[src/rtl/ctr_pkg.sv]
// Shared definitions for the multi-cycle MIPS main controller: state codes, opcodes and
// datapath select encodings.
package ctr_pkg;

  typedef enum logic [3:0] {
    StFetch  = 4'd0,
    StDecode = 4'd1,
    StMemAdr = 4'd2,
    StMemRd  = 4'd3,
    StMemWb  = 4'd4,
    StMemWr  = 4'd5,
    StExec   = 4'd6,
    StRWb    = 4'd7,
    StBranch = 4'd8,
    StJump   = 4'd9,
    StAddiEx = 4'd10,
    StAddiWb = 4'd11
  } ctr_state_e;

  localparam logic [5:0] OP_RTYPE = 6'b000000;
  localparam logic [5:0] OP_LW    = 6'b100011;
  localparam logic [5:0] OP_SW    = 6'b101011;
  localparam logic [5:0] OP_BEQ   = 6'b000100;
  localparam logic [5:0] OP_J     = 6'b000010;
  localparam logic [5:0] OP_ADDI  = 6'b001000;

  localparam logic [1:0] ALUOP_ADD   = 2'b00;
  localparam logic [1:0] ALUOP_SUB   = 2'b01;
  localparam logic [1:0] ALUOP_FUNCT = 2'b10;

  localparam logic [1:0] SRCB_B       = 2'b00;
  localparam logic [1:0] SRCB_FOUR    = 2'b01;
  localparam logic [1:0] SRCB_IMM     = 2'b10;
  localparam logic [1:0] SRCB_IMM_SH2 = 2'b11;

  localparam logic [1:0] PCSRC_ALU    = 2'b00;
  localparam logic [1:0] PCSRC_ALUOUT = 2'b01;
  localparam logic [1:0] PCSRC_JUMP   = 2'b10;

  // States that wait on the unified memory and are therefore watched by the watchdog.
  function automatic logic is_mem_state(ctr_state_e s);
    return (s == StFetch) || (s == StMemRd) || (s == StMemWr);
  endfunction

endpackage

[src/rtl/multi_cycle_ctr_if.sv]
// Control bundle between the main controller (master) and the multi-cycle datapath/memory
// (slave).
interface multi_cycle_ctr_if;

  logic [5:0] opCode;
  logic       zero;
  logic       memReady;
  logic [1:0] aluOp;
  logic       aluSrcA;
  logic [1:0] aluSrcB;
  logic       regDst;
  logic       memToReg;
  logic       regWrite;
  logic       memRead;
  logic       memWrite;
  logic       iOrD;
  logic       irWrite;
  logic       pcWrite;
  logic       pcWriteCond;
  logic [1:0] pcSource;
  logic       illegalOp;
  logic       memError;
  logic [3:0] state;

  modport master (
    input  opCode, zero, memReady,
    output aluOp, aluSrcA, aluSrcB, regDst, memToReg, regWrite, memRead, memWrite, iOrD,
           irWrite, pcWrite, pcWriteCond, pcSource, illegalOp, memError, state
  );

  modport slave (
    output opCode, zero, memReady,
    input  aluOp, aluSrcA, aluSrcB, regDst, memToReg, regWrite, memRead, memWrite, iOrD,
           irWrite, pcWrite, pcWriteCond, pcSource, illegalOp, memError, state
  );

endinterface

[src/rtl/mem_wait_watchdog.sv]
// Counts consecutive memory stall cycles and flags expiry in the cycle the count would reach
// WAIT_LIMIT; a WAIT_LIMIT of 0 disables it.
module mem_wait_watchdog #(
  parameter int unsigned WAIT_LIMIT = 15
) (
  input  logic clk,
  input  logic reset,
  input  logic wait_i,
  output logic expire_o
);

  localparam int unsigned CntW = (WAIT_LIMIT > 2) ? $clog2(WAIT_LIMIT) : 1;
  localparam logic [CntW-1:0] LastCnt = (WAIT_LIMIT == 0) ? '0 : CntW'(WAIT_LIMIT - 1);
  localparam logic Enabled = (WAIT_LIMIT != 0);

  logic [CntW-1:0] cnt_q, cnt_d;

  // The limit cycle is itself a stall; memReady in that cycle deasserts wait_i and wins.
  assign expire_o = Enabled && wait_i && (cnt_q == LastCnt);

  always_comb begin
    cnt_d = '0;
    if (Enabled && wait_i && !expire_o) begin
      cnt_d = cnt_q + CntW'(1);
    end
  end

  always_ff @(posedge clk or posedge reset) begin
    if (reset) begin
      cnt_q <= '0;
    end else begin
      cnt_q <= cnt_d;
    end
  end

endmodule

[src/rtl/multi_cycle_ctr.sv]
// Multi-cycle MIPS main control FSM: decodes opCode and sequences PC, IR, memory, register
// file and ALU operand muxes against a variable-latency memory.
module multi_cycle_ctr
  import ctr_pkg::*;
#(
  parameter int unsigned WAIT_LIMIT = 15
) (
  input logic               clk,
  input logic               reset,
  multi_cycle_ctr_if.master bus
);

  ctr_state_e state_q, state_d;

  logic [1:0] alu_op;
  logic       alu_src_a;
  logic [1:0] alu_src_b;
  logic       reg_dst;
  logic       mem_to_reg;
  logic       reg_write;
  logic       mem_read;
  logic       mem_write;
  logic       i_or_d;
  logic       ir_write;
  logic       pc_write;
  logic       pc_write_cond;
  logic [1:0] pc_source;
  logic       illegal_op;
  logic       mem_wait;
  logic       expire;

  // Branch resolution happens in the datapath through pcWriteCond.
  logic unused_zero;
  assign unused_zero = bus.zero;

  assign mem_wait = is_mem_state(state_q) && !bus.memReady;

  mem_wait_watchdog #(
    .WAIT_LIMIT(WAIT_LIMIT)
  ) u_watchdog (
    .clk     (clk),
    .reset   (reset),
    .wait_i  (mem_wait),
    .expire_o(expire)
  );

  always_ff @(posedge clk or posedge reset) begin
    if (reset) begin
      state_q <= StFetch;
    end else begin
      state_q <= state_d;
    end
  end

  always_comb begin
    state_d       = state_q;
    alu_op        = ALUOP_ADD;
    alu_src_a     = 1'b0;
    alu_src_b     = SRCB_B;
    reg_dst       = 1'b0;
    mem_to_reg    = 1'b0;
    reg_write     = 1'b0;
    mem_read      = 1'b0;
    mem_write     = 1'b0;
    i_or_d        = 1'b0;
    ir_write      = 1'b0;
    pc_write      = 1'b0;
    pc_write_cond = 1'b0;
    pc_source     = PCSRC_ALU;
    illegal_op    = 1'b0;

    case (state_q)
      StFetch: begin
        mem_read  = 1'b1;
        alu_src_b = SRCB_FOUR;
        ir_write  = bus.memReady;
        pc_write  = bus.memReady;
        if (bus.memReady) state_d = StDecode;
      end
      StDecode: begin
        alu_src_b = SRCB_IMM_SH2;
        case (bus.opCode)
          OP_RTYPE:      state_d = StExec;
          OP_LW, OP_SW:  state_d = StMemAdr;
          OP_BEQ:        state_d = StBranch;
          OP_J:          state_d = StJump;
          OP_ADDI:       state_d = StAddiEx;
          default: begin
            illegal_op = 1'b1;
            state_d    = StFetch;
          end
        endcase
      end
      StMemAdr, StAddiEx: begin
        alu_src_a = 1'b1;
        alu_src_b = SRCB_IMM;
        if (state_q == StAddiEx) begin
          state_d = StAddiWb;
        end else begin
          state_d = (bus.opCode == OP_LW) ? StMemRd : StMemWr;
        end
      end
      StMemRd: begin
        mem_read = 1'b1;
        i_or_d   = 1'b1;
        if (bus.memReady) state_d = StMemWb;
      end
      StMemWr: begin
        mem_write = 1'b1;
        i_or_d    = 1'b1;
        if (bus.memReady) state_d = StFetch;
      end
      StMemWb: begin
        mem_to_reg = 1'b1;
        reg_write  = 1'b1;
        state_d    = StFetch;
      end
      StExec: begin
        alu_src_a = 1'b1;
        alu_op    = ALUOP_FUNCT;
        state_d   = StRWb;
      end
      StRWb: begin
        reg_dst   = 1'b1;
        reg_write = 1'b1;
        state_d   = StFetch;
      end
      StAddiWb: begin
        reg_write = 1'b1;
        state_d   = StFetch;
      end
      StBranch: begin
        alu_src_a     = 1'b1;
        alu_op        = ALUOP_SUB;
        pc_write_cond = 1'b1;
        pc_source     = PCSRC_ALUOUT;
        state_d       = StFetch;
      end
      StJump: begin
        pc_write  = 1'b1;
        pc_source = PCSRC_JUMP;
        state_d   = StFetch;
      end
      default: state_d = StFetch;
    endcase

    // Expiry only occurs while stalled, so it never overrides a completing access.
    if (expire) state_d = StFetch;
  end

  // Reset gates everything combinationally so an in-flight write drops with reset.
  assign bus.aluOp       = reset ? 2'b00 : alu_op;
  assign bus.aluSrcA     = alu_src_a & ~reset;
  assign bus.aluSrcB     = reset ? 2'b00 : alu_src_b;
  assign bus.regDst      = reg_dst & ~reset;
  assign bus.memToReg    = mem_to_reg & ~reset;
  assign bus.regWrite    = reg_write & ~reset;
  assign bus.memRead     = mem_read & ~reset;
  assign bus.memWrite    = mem_write & ~reset;
  assign bus.iOrD        = i_or_d & ~reset;
  assign bus.irWrite     = ir_write & ~reset;
  assign bus.pcWrite     = pc_write & ~reset;
  assign bus.pcWriteCond = pc_write_cond & ~reset;
  assign bus.pcSource    = reset ? 2'b00 : pc_source;
  assign bus.illegalOp   = illegal_op & ~reset;
  assign bus.memError    = expire & ~reset;
  assign bus.state       = reset ? 4'd0 : state_q;

endmodule

[src/flat_wrapper.sv]
// flat-port wrapper written by rule: the top's interface ports become plain ports
module multi_cycle_ctr_flat import ctr_pkg::*;
#(
  parameter int unsigned WAIT_LIMIT = 15
)
  (clk, reset, bus_opCode, bus_zero, bus_memReady, bus_aluOp, bus_aluSrcA, bus_aluSrcB, bus_regDst, bus_memToReg, bus_regWrite, bus_memRead, bus_memWrite, bus_iOrD, bus_irWrite, bus_pcWrite, bus_pcWriteCond, bus_pcSource, bus_illegalOp, bus_memError, bus_state);
  multi_cycle_ctr_if bus_i ();
  input logic clk;
  input logic reset;
  input wire logic [$bits(bus_i.opCode)-1:0] bus_opCode;
  input wire logic [$bits(bus_i.zero)-1:0] bus_zero;
  input wire logic [$bits(bus_i.memReady)-1:0] bus_memReady;
  output wire logic [$bits(bus_i.aluOp)-1:0] bus_aluOp;
  output wire logic [$bits(bus_i.aluSrcA)-1:0] bus_aluSrcA;
  output wire logic [$bits(bus_i.aluSrcB)-1:0] bus_aluSrcB;
  output wire logic [$bits(bus_i.regDst)-1:0] bus_regDst;
  output wire logic [$bits(bus_i.memToReg)-1:0] bus_memToReg;
  output wire logic [$bits(bus_i.regWrite)-1:0] bus_regWrite;
  output wire logic [$bits(bus_i.memRead)-1:0] bus_memRead;
  output wire logic [$bits(bus_i.memWrite)-1:0] bus_memWrite;
  output wire logic [$bits(bus_i.iOrD)-1:0] bus_iOrD;
  output wire logic [$bits(bus_i.irWrite)-1:0] bus_irWrite;
  output wire logic [$bits(bus_i.pcWrite)-1:0] bus_pcWrite;
  output wire logic [$bits(bus_i.pcWriteCond)-1:0] bus_pcWriteCond;
  output wire logic [$bits(bus_i.pcSource)-1:0] bus_pcSource;
  output wire logic [$bits(bus_i.illegalOp)-1:0] bus_illegalOp;
  output wire logic [$bits(bus_i.memError)-1:0] bus_memError;
  output wire logic [$bits(bus_i.state)-1:0] bus_state;
  assign bus_i.opCode = bus_opCode;
  assign bus_i.zero = bus_zero;
  assign bus_i.memReady = bus_memReady;
  assign bus_aluOp = bus_i.aluOp;
  assign bus_aluSrcA = bus_i.aluSrcA;
  assign bus_aluSrcB = bus_i.aluSrcB;
  assign bus_regDst = bus_i.regDst;
  assign bus_memToReg = bus_i.memToReg;
  assign bus_regWrite = bus_i.regWrite;
  assign bus_memRead = bus_i.memRead;
  assign bus_memWrite = bus_i.memWrite;
  assign bus_iOrD = bus_i.iOrD;
  assign bus_irWrite = bus_i.irWrite;
  assign bus_pcWrite = bus_i.pcWrite;
  assign bus_pcWriteCond = bus_i.pcWriteCond;
  assign bus_pcSource = bus_i.pcSource;
  assign bus_illegalOp = bus_i.illegalOp;
  assign bus_memError = bus_i.memError;
  assign bus_state = bus_i.state;
  multi_cycle_ctr #(.WAIT_LIMIT(WAIT_LIMIT)) u_core (.clk(clk), .reset(reset), .bus(bus_i));
endmodule
[config.mk]
export PLATFORM = sky130hd
export DESIGN_NAME = multi_cycle_ctr_flat
export DESIGN_NICKNAME = d
export VERILOG_FILES = /design/src/rtl/ctr_pkg.sv /design/src/rtl/multi_cycle_ctr_if.sv /design/src/rtl/mem_wait_watchdog.sv /design/src/rtl/multi_cycle_ctr.sv /design/src/flat_wrapper.sv
export SDC_FILE = /design/constraint.sdc
export NUM_CORES = 1
export LEC_CHECK = 0
export BUFFER_PORTS_ARGS = -buffer_cell sky130_fd_sc_hd__buf_4
export CAP_MARGIN = 20
export CORE_MARGIN = 2
export CORE_UTILIZATION = 43
export DETAILED_ROUTE_END_ITERATION = 10
export GPL_TIMING_DRIVEN = 1
export HOLD_SLACK_MARGIN = 0.03
export PLACE_DENSITY_LB_ADDON = 0.05
export SETUP_SLACK_MARGIN = 0.2
export SKIP_CTS_REPAIR_TIMING = 1
export SYNTH_ARGS = -nofsm -noshare
export SYNTH_HDL_FRONTEND = slang
export SYNTH_SLANG_ARGS = --single-unit
[constraint.sdc]
create_clock -name clk -period 1.3 [get_ports clk]
set_input_delay 0 -clock clk [delete_from_list [all_inputs] [get_ports clk]]
set_output_delay 0 -clock clk [all_outputs]
set_load 0.05 [all_outputs]
==> metrics.yaml, run 1 <==
place_ws_ns: -0.0488
netlist_area_sq_um: 833
netlist_instances: 111
clock_sinks: 8
synth_area_per_cell_sq_um: 7.51
io_buffers: 30
synthArstFlopShare_pct: 100
rows: 15
worstEpCategory: "output port"
status: "stopped before the end"
synth_top_area_share_pct: 24.0
ios: 32
ys.flop_type: "dfrtp_1"
cts_buffer_depth: 2
clockRootBuffer: "clkbuf_4"
synth_edf_count: 0
synth_top_area_cell: "dfrtp_1"
crit_endpoint: "bus_aluSrcA"
die_w_um: 48.0
dieHeight_um: 48.0
ys_warn_count: 0
antenna_found_initial: 0
dpl.cell_count: 182
lastStage: "global routing (5_1_grt)"
cts-buffers-inserted: 3
gp_congestion: 0.830
error_line: "[ERROR DPL-0033] detailed placement checks failed during check placement."
synth_seq_cells: 8
synth_area_leaders: "dfrtp_1 (24%), nor2_1 (8.1%), o21ai_0 (4.2%)"
synthesis.nets: 123
grt_max_degree: 12
ys_types: 35
cts_max_level: 1
dpl.hpwl_um: 1980
ys_seq_area_share_pct: 24.0
initial_core_util_pct: 46.7
per-stage QoR:
step	setup TNS [ns]	utilization, %	hold slack (ns)	area, sq um
4_1_cts	-3.76	78.9	-0.133	1410
3_5_place_dp	-0.104	77.6	0.135	1380
3_3_place_gp	-0.0462	77.6	0.119	1380
2_1_floorplan	-0.582	-	0.0706	1040
synth_stat cells, types with 4 or more instances:
library cell  instances
inv_1                 5
and3_1                4
nor2_1               18
nand3_1               4
dfrtp_1               8
nor3_1                4
o21ai_0               7
a21oi_1               6
xor2_1                4
nand2_1               4
cells by family after synthesis:
family          after synthesis  share of synthesized area [%]
simple gates                 58                           40.4
compound gates               25                           18.8
flops                         8                           24.0
fa+ha+maj                     2                           3.00
buf+inv                      13                           8.56
xor+xnor                      5                           5.26
==> inputs of run 2 (changes only) <==
CORE_AREA = 2 2 63 65   (was not set)
CORE_MARGIN = not set   (was 2)
CORE_UTILIZATION = not set   (was 43)
DIE_AREA = 0 0 65 67   (was not set)
HOLD_SLACK_MARGIN = not set   (was 0.03)
PLACE_DENSITY_LB_ADDON = 0.15   (was 0.05)
SETUP_SLACK_MARGIN = not set   (was 0.2)
clock period = 1.7 ns   (was 1.3 ns; I/O delays follow)
==> metrics.yaml, run 2 <==
synth_top_area_cell: "dfrtp_1"
io_buffers: 30  # unchanged
fmax_ghz: 0.619
clk_pin_slew_ns: 0.04
largest_registers: "u_core.state_q: 4 flops, u_core.u_watchdog.cnt_q: 4 flops"
dpl.hpwl_um: 1910  # -3.5%
ant_nets: 0
fin_ws_ns: 0.0856
overflow: 0
ys_seq_area_share_pct: 24.0  # unchanged
netlist_top_cells_count: "nor2_1 (18), dfrtp_1 (8), o21ai_0 (7), a21oi_1 (6), inv_1 (5)"
cts_buffer_depth: 2  # unchanged
wl_per_cell_um: 12.5
grt_pass1_wl_um: 4000
netlist_area_sq_um: 833  # unchanged
finalNonFillerCells: 196
crit_path_start_kind: "flop"
status: "completed"
synth_seq_cells: 8  # unchanged
p_int_uw: 940
die_w_um: 65  # +35%
cap_violations: 0
power_switching_mw: 1.03
synth_area_per_cell_sq_um: 7.51  # unchanged
max-slew-margin-rel_pct: 76.2
initial_core_util_pct: 23.1  # -24 points
fin_skew_ns: 0.00241
p_leak_nw: 0.563
grt_max_degree: 14
cts_max_level: 1  # unchanged
synth_area_leaders: "dfrtp_1 (24%), nor2_1 (8.1%), o21ai_0 (4.2%)"
place_ws_ns: 0.214  # +0.263 ns
clockRootBuffer: "clkbuf_8"
mostFrequentLayoutCells: "buf_4 (40), nor2_1 (17), o21ai_0 (6), a21oi_1 (6), dfrtp_1 (5)"
grt_pass1_vias: 865
power_frac_seq_pct: 19.3
crit_path_top_delay_cell: "dfrtp_1"
rows: 22  # +7
fin_area_sq_um: 1250
dpl-instance-area_sq_um: 1150  # -17%
dieHeight_um: 67  # +40%
synth_edf_count: 0  # unchanged
layout_commonest_cell: "buf_4"
cp_data_required_time_ns: 1.70
insertedDiodeCount: 0
die_area_sq_um: 4360
ys_warn_count: 0  # unchanged
finalSetupTns_ns: 0
drive_above_1_share_pct: 39.2
coreArea_sq_um: 3610
swShare_pct: 52.2
synth_top_area_share_pct: 24.0  # unchanged
cts-buffers-inserted: 3  # unchanged
critical_path_class: "reg -> out"
cts_tree: "done"
p_per_area_nw_per_um2: 1570
synthArstFlopShare_pct: 100  # unchanged
clock_sinks: 8  # unchanged
synthesis.nets: 123  # unchanged
drtIter0Drc: 34
vias_per_cell: 4.75
area_growth_pct: 50.2
netlist_instances: 111  # unchanged
pwr-share-comb_pct: 69.0
grt_usage_pct: 11.8
peakVddDrop_mv: 0.356
vias: 931
insertion_delay_ns: 0.23
crit_path_max_fanout: 9
wirelength_um: 2450
drtPass1Iterations: 4
gp_congestion: 0.765  # -7.9%
worst_pin_slew_ns: 0.357
maxSlewViolCount: 0
ys.flop_type: "dfrtp_1"
clock_power_share_pct: 11.7
slowest_delay_ns: 0.50
post-route-period-util_pct: 95.0
finalSetupViolations: 0
crit_chain: "inv_2 -> nor2_4 -> and3_2 -> or2_2 -> buf_4"
route.detailed.drc: 0
hp-class: "in -> reg"
antenna_found_initial: 0
dpl.cell_count: 188  # +3.3%
layout_min_cycle_time_ns: 1.61
layout.nets: 162
hold_violations: 0
crit_arrival_ns: 1.61
ios: 32  # unchanged
post-route-util_pct: 34.7
yosysMostFrequentCell: "nor2_1"
fin_hold_ws_ns: 0.117
end_kind: "output pin"
ys_types: 35  # unchanged
finalPower_mw: 1.97
run 2: cell counts after synthesis:
Identical to the previous run, type by type.
run 2: power groups by stage:
stage	Combinational [mW]	Sequential (mW)	Clock (mW)
4_1_cts	1.24	0.389	0.236
3_3_place_gp	1.23	0.391	0
3_5_place_dp	1.23	0.392	0
6_report	1.36	0.380	0.230
5_1_grt	1.48	0.394	0.247
2_1_floorplan	0.992	0.292	0
run 2: critical path, delay by kind of cell (launching register included):
family / cells / cell delay [ns]
and+or+nand+nor: 3 / 0.52
DFF: 1 / 0.50
buffers and inverters: 2 / 0.36
run 2: cell families (layout without fill, tap and decap cells):
family                     count (synthesis)  in the layout  share of synthesized area (%)
AOI/OAI and AO/OA                         25             25                           18.8
xor gates and xnor gates                   5              5                           5.26
adders and majority gates                  2              2                           3.00
buffers and inverters                     13             50                           8.56
DFF                                        8              8                           24.0
and+or+nand+nor                           58             58                           40.4
run 2: final cells by class:
type	count	area (sq um)
Fill cell	396	2350
Multi-Input combinational cell	90	597
Timing Repair Buffer	42	330
Sequential cell	8	204
Tap cell	48	60.1
Clock buffer	3	41.3
Inverter	5	18.8
run 2: worst paths after layout:
| check | start | end | slack (ns) | cells after the start |
|---|---|---|---|---|
| worst max register to register | u_core.u_watchdog.cnt_q[0] | u_core.state_q[1] | 0.28 | 6 |
| worst max-delay path | u_core.state_q[3] | bus_pcWrite | 0.09 | 5 |
| min in group asynchronous | reset | u_core.state_q[0] | 0.42 | 4 |
| max in group asynchronous | reset | u_core.state_q[1] | 1.13 | 4 |
| worst min register to register | u_core.u_watchdog.cnt_q[0] | u_core.u_watchdog.cnt_q[0] | 0.48 | 1 |
| worst min-delay path | bus_memReady | u_core.state_q[2] | 0.12 | 3 |
run 2: metal layers:
metal	routed length [um]	GRT usage, %	up-vias
li1	-	-	474
met3	145	1.35	2
met4	22	4.79	0
met5	0	0	-
met2	1200	19.6	32
met1	1080	15.5	423
No activity file was read; power rests on OpenSTA's default activity.
==> inputs of run 3 (changes only) <==
clock period = 1.9 ns   (was 1.7 ns; I/O delays follow)
==> metrics.yaml, run 3 (synthesized netlist as in run 2, its figures left out) <==
die_w_um: 65  # unchanged
p_per_area_nw_per_um2: 1380  # -12%
slowest_delay_ns: 0.60  # +0.10 ns
dieHeight_um: 67  # unchanged
path_buf_inv: 1  # -1
die_area_sq_um: 4360  # unchanged
grt_pass1_wl_um: 3880  # -2.9%
max-slew-margin-rel_pct: 70.8  # -5.4 points
rows: 22  # unchanged
largest_registers: "u_core.state_q: 4 flops, u_core.u_watchdog.cnt_q: 4 flops"
cts_buffer_depth: 2  # unchanged
wirelength_um: 2320  # -5.0%
clock_sinks: 8  # unchanged
insertedDiodeCount: 0  # unchanged
initial_core_util_pct: 23.1  # unchanged
vias: 925  # -0.64%
peakVddDrop_mv: 0.304  # -14%
route.detailed.drc: 0  # unchanged
finalSetupViolations: 0  # unchanged
critPathTopFamily: "simple AND/OR/NAND/NOR gates"
hold_violations: 0  # unchanged
cts-buffers-inserted: 3  # unchanged
maxSlewViolCount: 0  # unchanged
fmax_ghz: 0.586
crit_path_top_delay_cell: "dfrtp_1"
drtPass1Iterations: 4  # unchanged
clk_pin_slew_ns: 0.04  # about the same
finalPower_mw: 1.60  # -18%
grt_usage_pct: 11.2  # -0.59 points
layout_min_cycle_time_ns: 1.71
coreArea_sq_um: 3610  # unchanged
io_buffers: 30  # unchanged
clockRootBuffer: "clkbuf_8"
gp_congestion: 0.784  # +2.5%
rsz0062_at_grt: "false"
finalSetupTns_ns: 0  # unchanged
dpl.hpwl_um: 1800  # -5.6%
crit_path_max_fanout: 15  # +6
grt_max_degree: 18  # +4
mostFrequentLayoutCells: "buf_4 (34), nor2_1 (17), o21ai_0 (7), dfrtp_1 (7), a21oi_1 (6)"
drtIter0Drc: 15  # -56%
insertion_delay_ns: 0.22  # about the same
area_growth_pct: 39.5
status: "completed"
dpl-instance-area_sq_um: 1110  # -3.4%
ios: 32  # unchanged
end_kind: "output pin"
cp_data_required_time_ns: 1.90  # +0.20 ns
crit_arrival_ns: 1.71  # +0.10 ns
hp-class: "in -> reg"
cts_tree: "done"
layout.nets: 155  # -4.3%
crit_chain: "nor2_1 -> and3_1 -> or2_2 -> buf_4"
p_leak_nw: 0.523  # -7.1%
fin_area_sq_um: 1160  # -7.1%
crit_path_start_kind: "flop"
critical_path_class: "reg -> out"
wl_per_cell_um: 12.3  # -1.5%
ant_nets: 0  # unchanged
cap_violations: 0  # unchanged
layout_commonest_cell: "buf_4"
antenna_found_initial: 0  # unchanged
drive_above_1_share_pct: 31.2  # -8.0 points
grt_pass1_vias: 869  # +0.46%
cts_max_level: 1  # unchanged
rrSetupSlack_ns: 0.47  # +0.19 ns
vias_per_cell: 4.89  # +3.0%
post-route-period-util_pct: 89.8
worst_pin_slew_ns: 0.438  # +0.0810 ns
overflow: 0  # unchanged
fin_skew_ns: 0.00130  # -0.00111 ns
run 3: cell types whose count changed in the layout (fill, tap and decap cells not counted), moves of 2 or more:
| cell | change |
|---|---|
| dfrtp_2 | -2 |
| nor3_1 | +2 |
| nor3_2 | -2 |
| dfrtp_1 | +2 |
| buf_4 | -6 |
run 3: stage by stage:
stage                     cells  utilization (%)  setup WS, ns  hold slack [ns]
final                       189             32.2         0.194            0.132
after global routing        189             32.2        0.0487            0.145
after CTS                   188             31.9         0.142           -0.150
after detailed placement    185             30.8         0.376           0.0829
after global placement      185             30.8         0.376           0.0749
after floorplan             111                -        -0.323          0.00885
run 3: layout make-up:
cell class | count | area, sq um
well taps | 48 | 60.1
clock buffers | 3 | 41.3
fillers | 396 | 2440
multi-input cells | 90 | 576
inverters | 5 | 18.8
flip-flops and latches | 8 | 201
repair buffers | 35 | 265
run 3: final timing paths:
path	startpoint	endpoint	cells after the start
worst max-delay path	u_core.state_q[1]	bus_pcWrite	4
worst min-delay path	bus_memReady	u_core.state_q[2]	3
worst max register to register	u_core.u_watchdog.cnt_q[0]	u_core.state_q[1]	6
worst min register to register	u_core.u_watchdog.cnt_q[0]	u_core.u_watchdog.cnt_q[0]	1
max in group asynchronous	reset	u_core.state_q[0]	3
min in group asynchronous	reset	u_core.state_q[2]	3
run 3: power breakdown:
group	switching [mW]	total (mW)	internal, mW	leakage, nW
combinational	0.676	1.05	0.376	0.395
clock	0.0572	0.194	0.136	0.0216
sequential	0.137	0.357	0.220	0.107
total	0.869	1.60	0.733	0.523
run 3: layer usage:
| metal | vias to the layer above | track usage [%] | wire length [um] |
|---|---|---|---|
| met1 | 435 | 14.3 | 1060 |
| met4 | 0 | 2.39 | 0 |
| met2 | 30 | 19.8 | 1130 |
| met3 | 0 | 1.86 | 140 |
| li1 | 460 | - | - |
| met5 | - | 0 | 0 |
run 3: worst reg2reg max path, cell delays in order (launching register included):
cell and delay (ns):
dfrtp_1 0.37, inv_1 0.06, ha_1 0.21, a31o_2 0.27, nor3b_1 0.20, o2bb2ai_1 0.10, o32ai_1 0.11
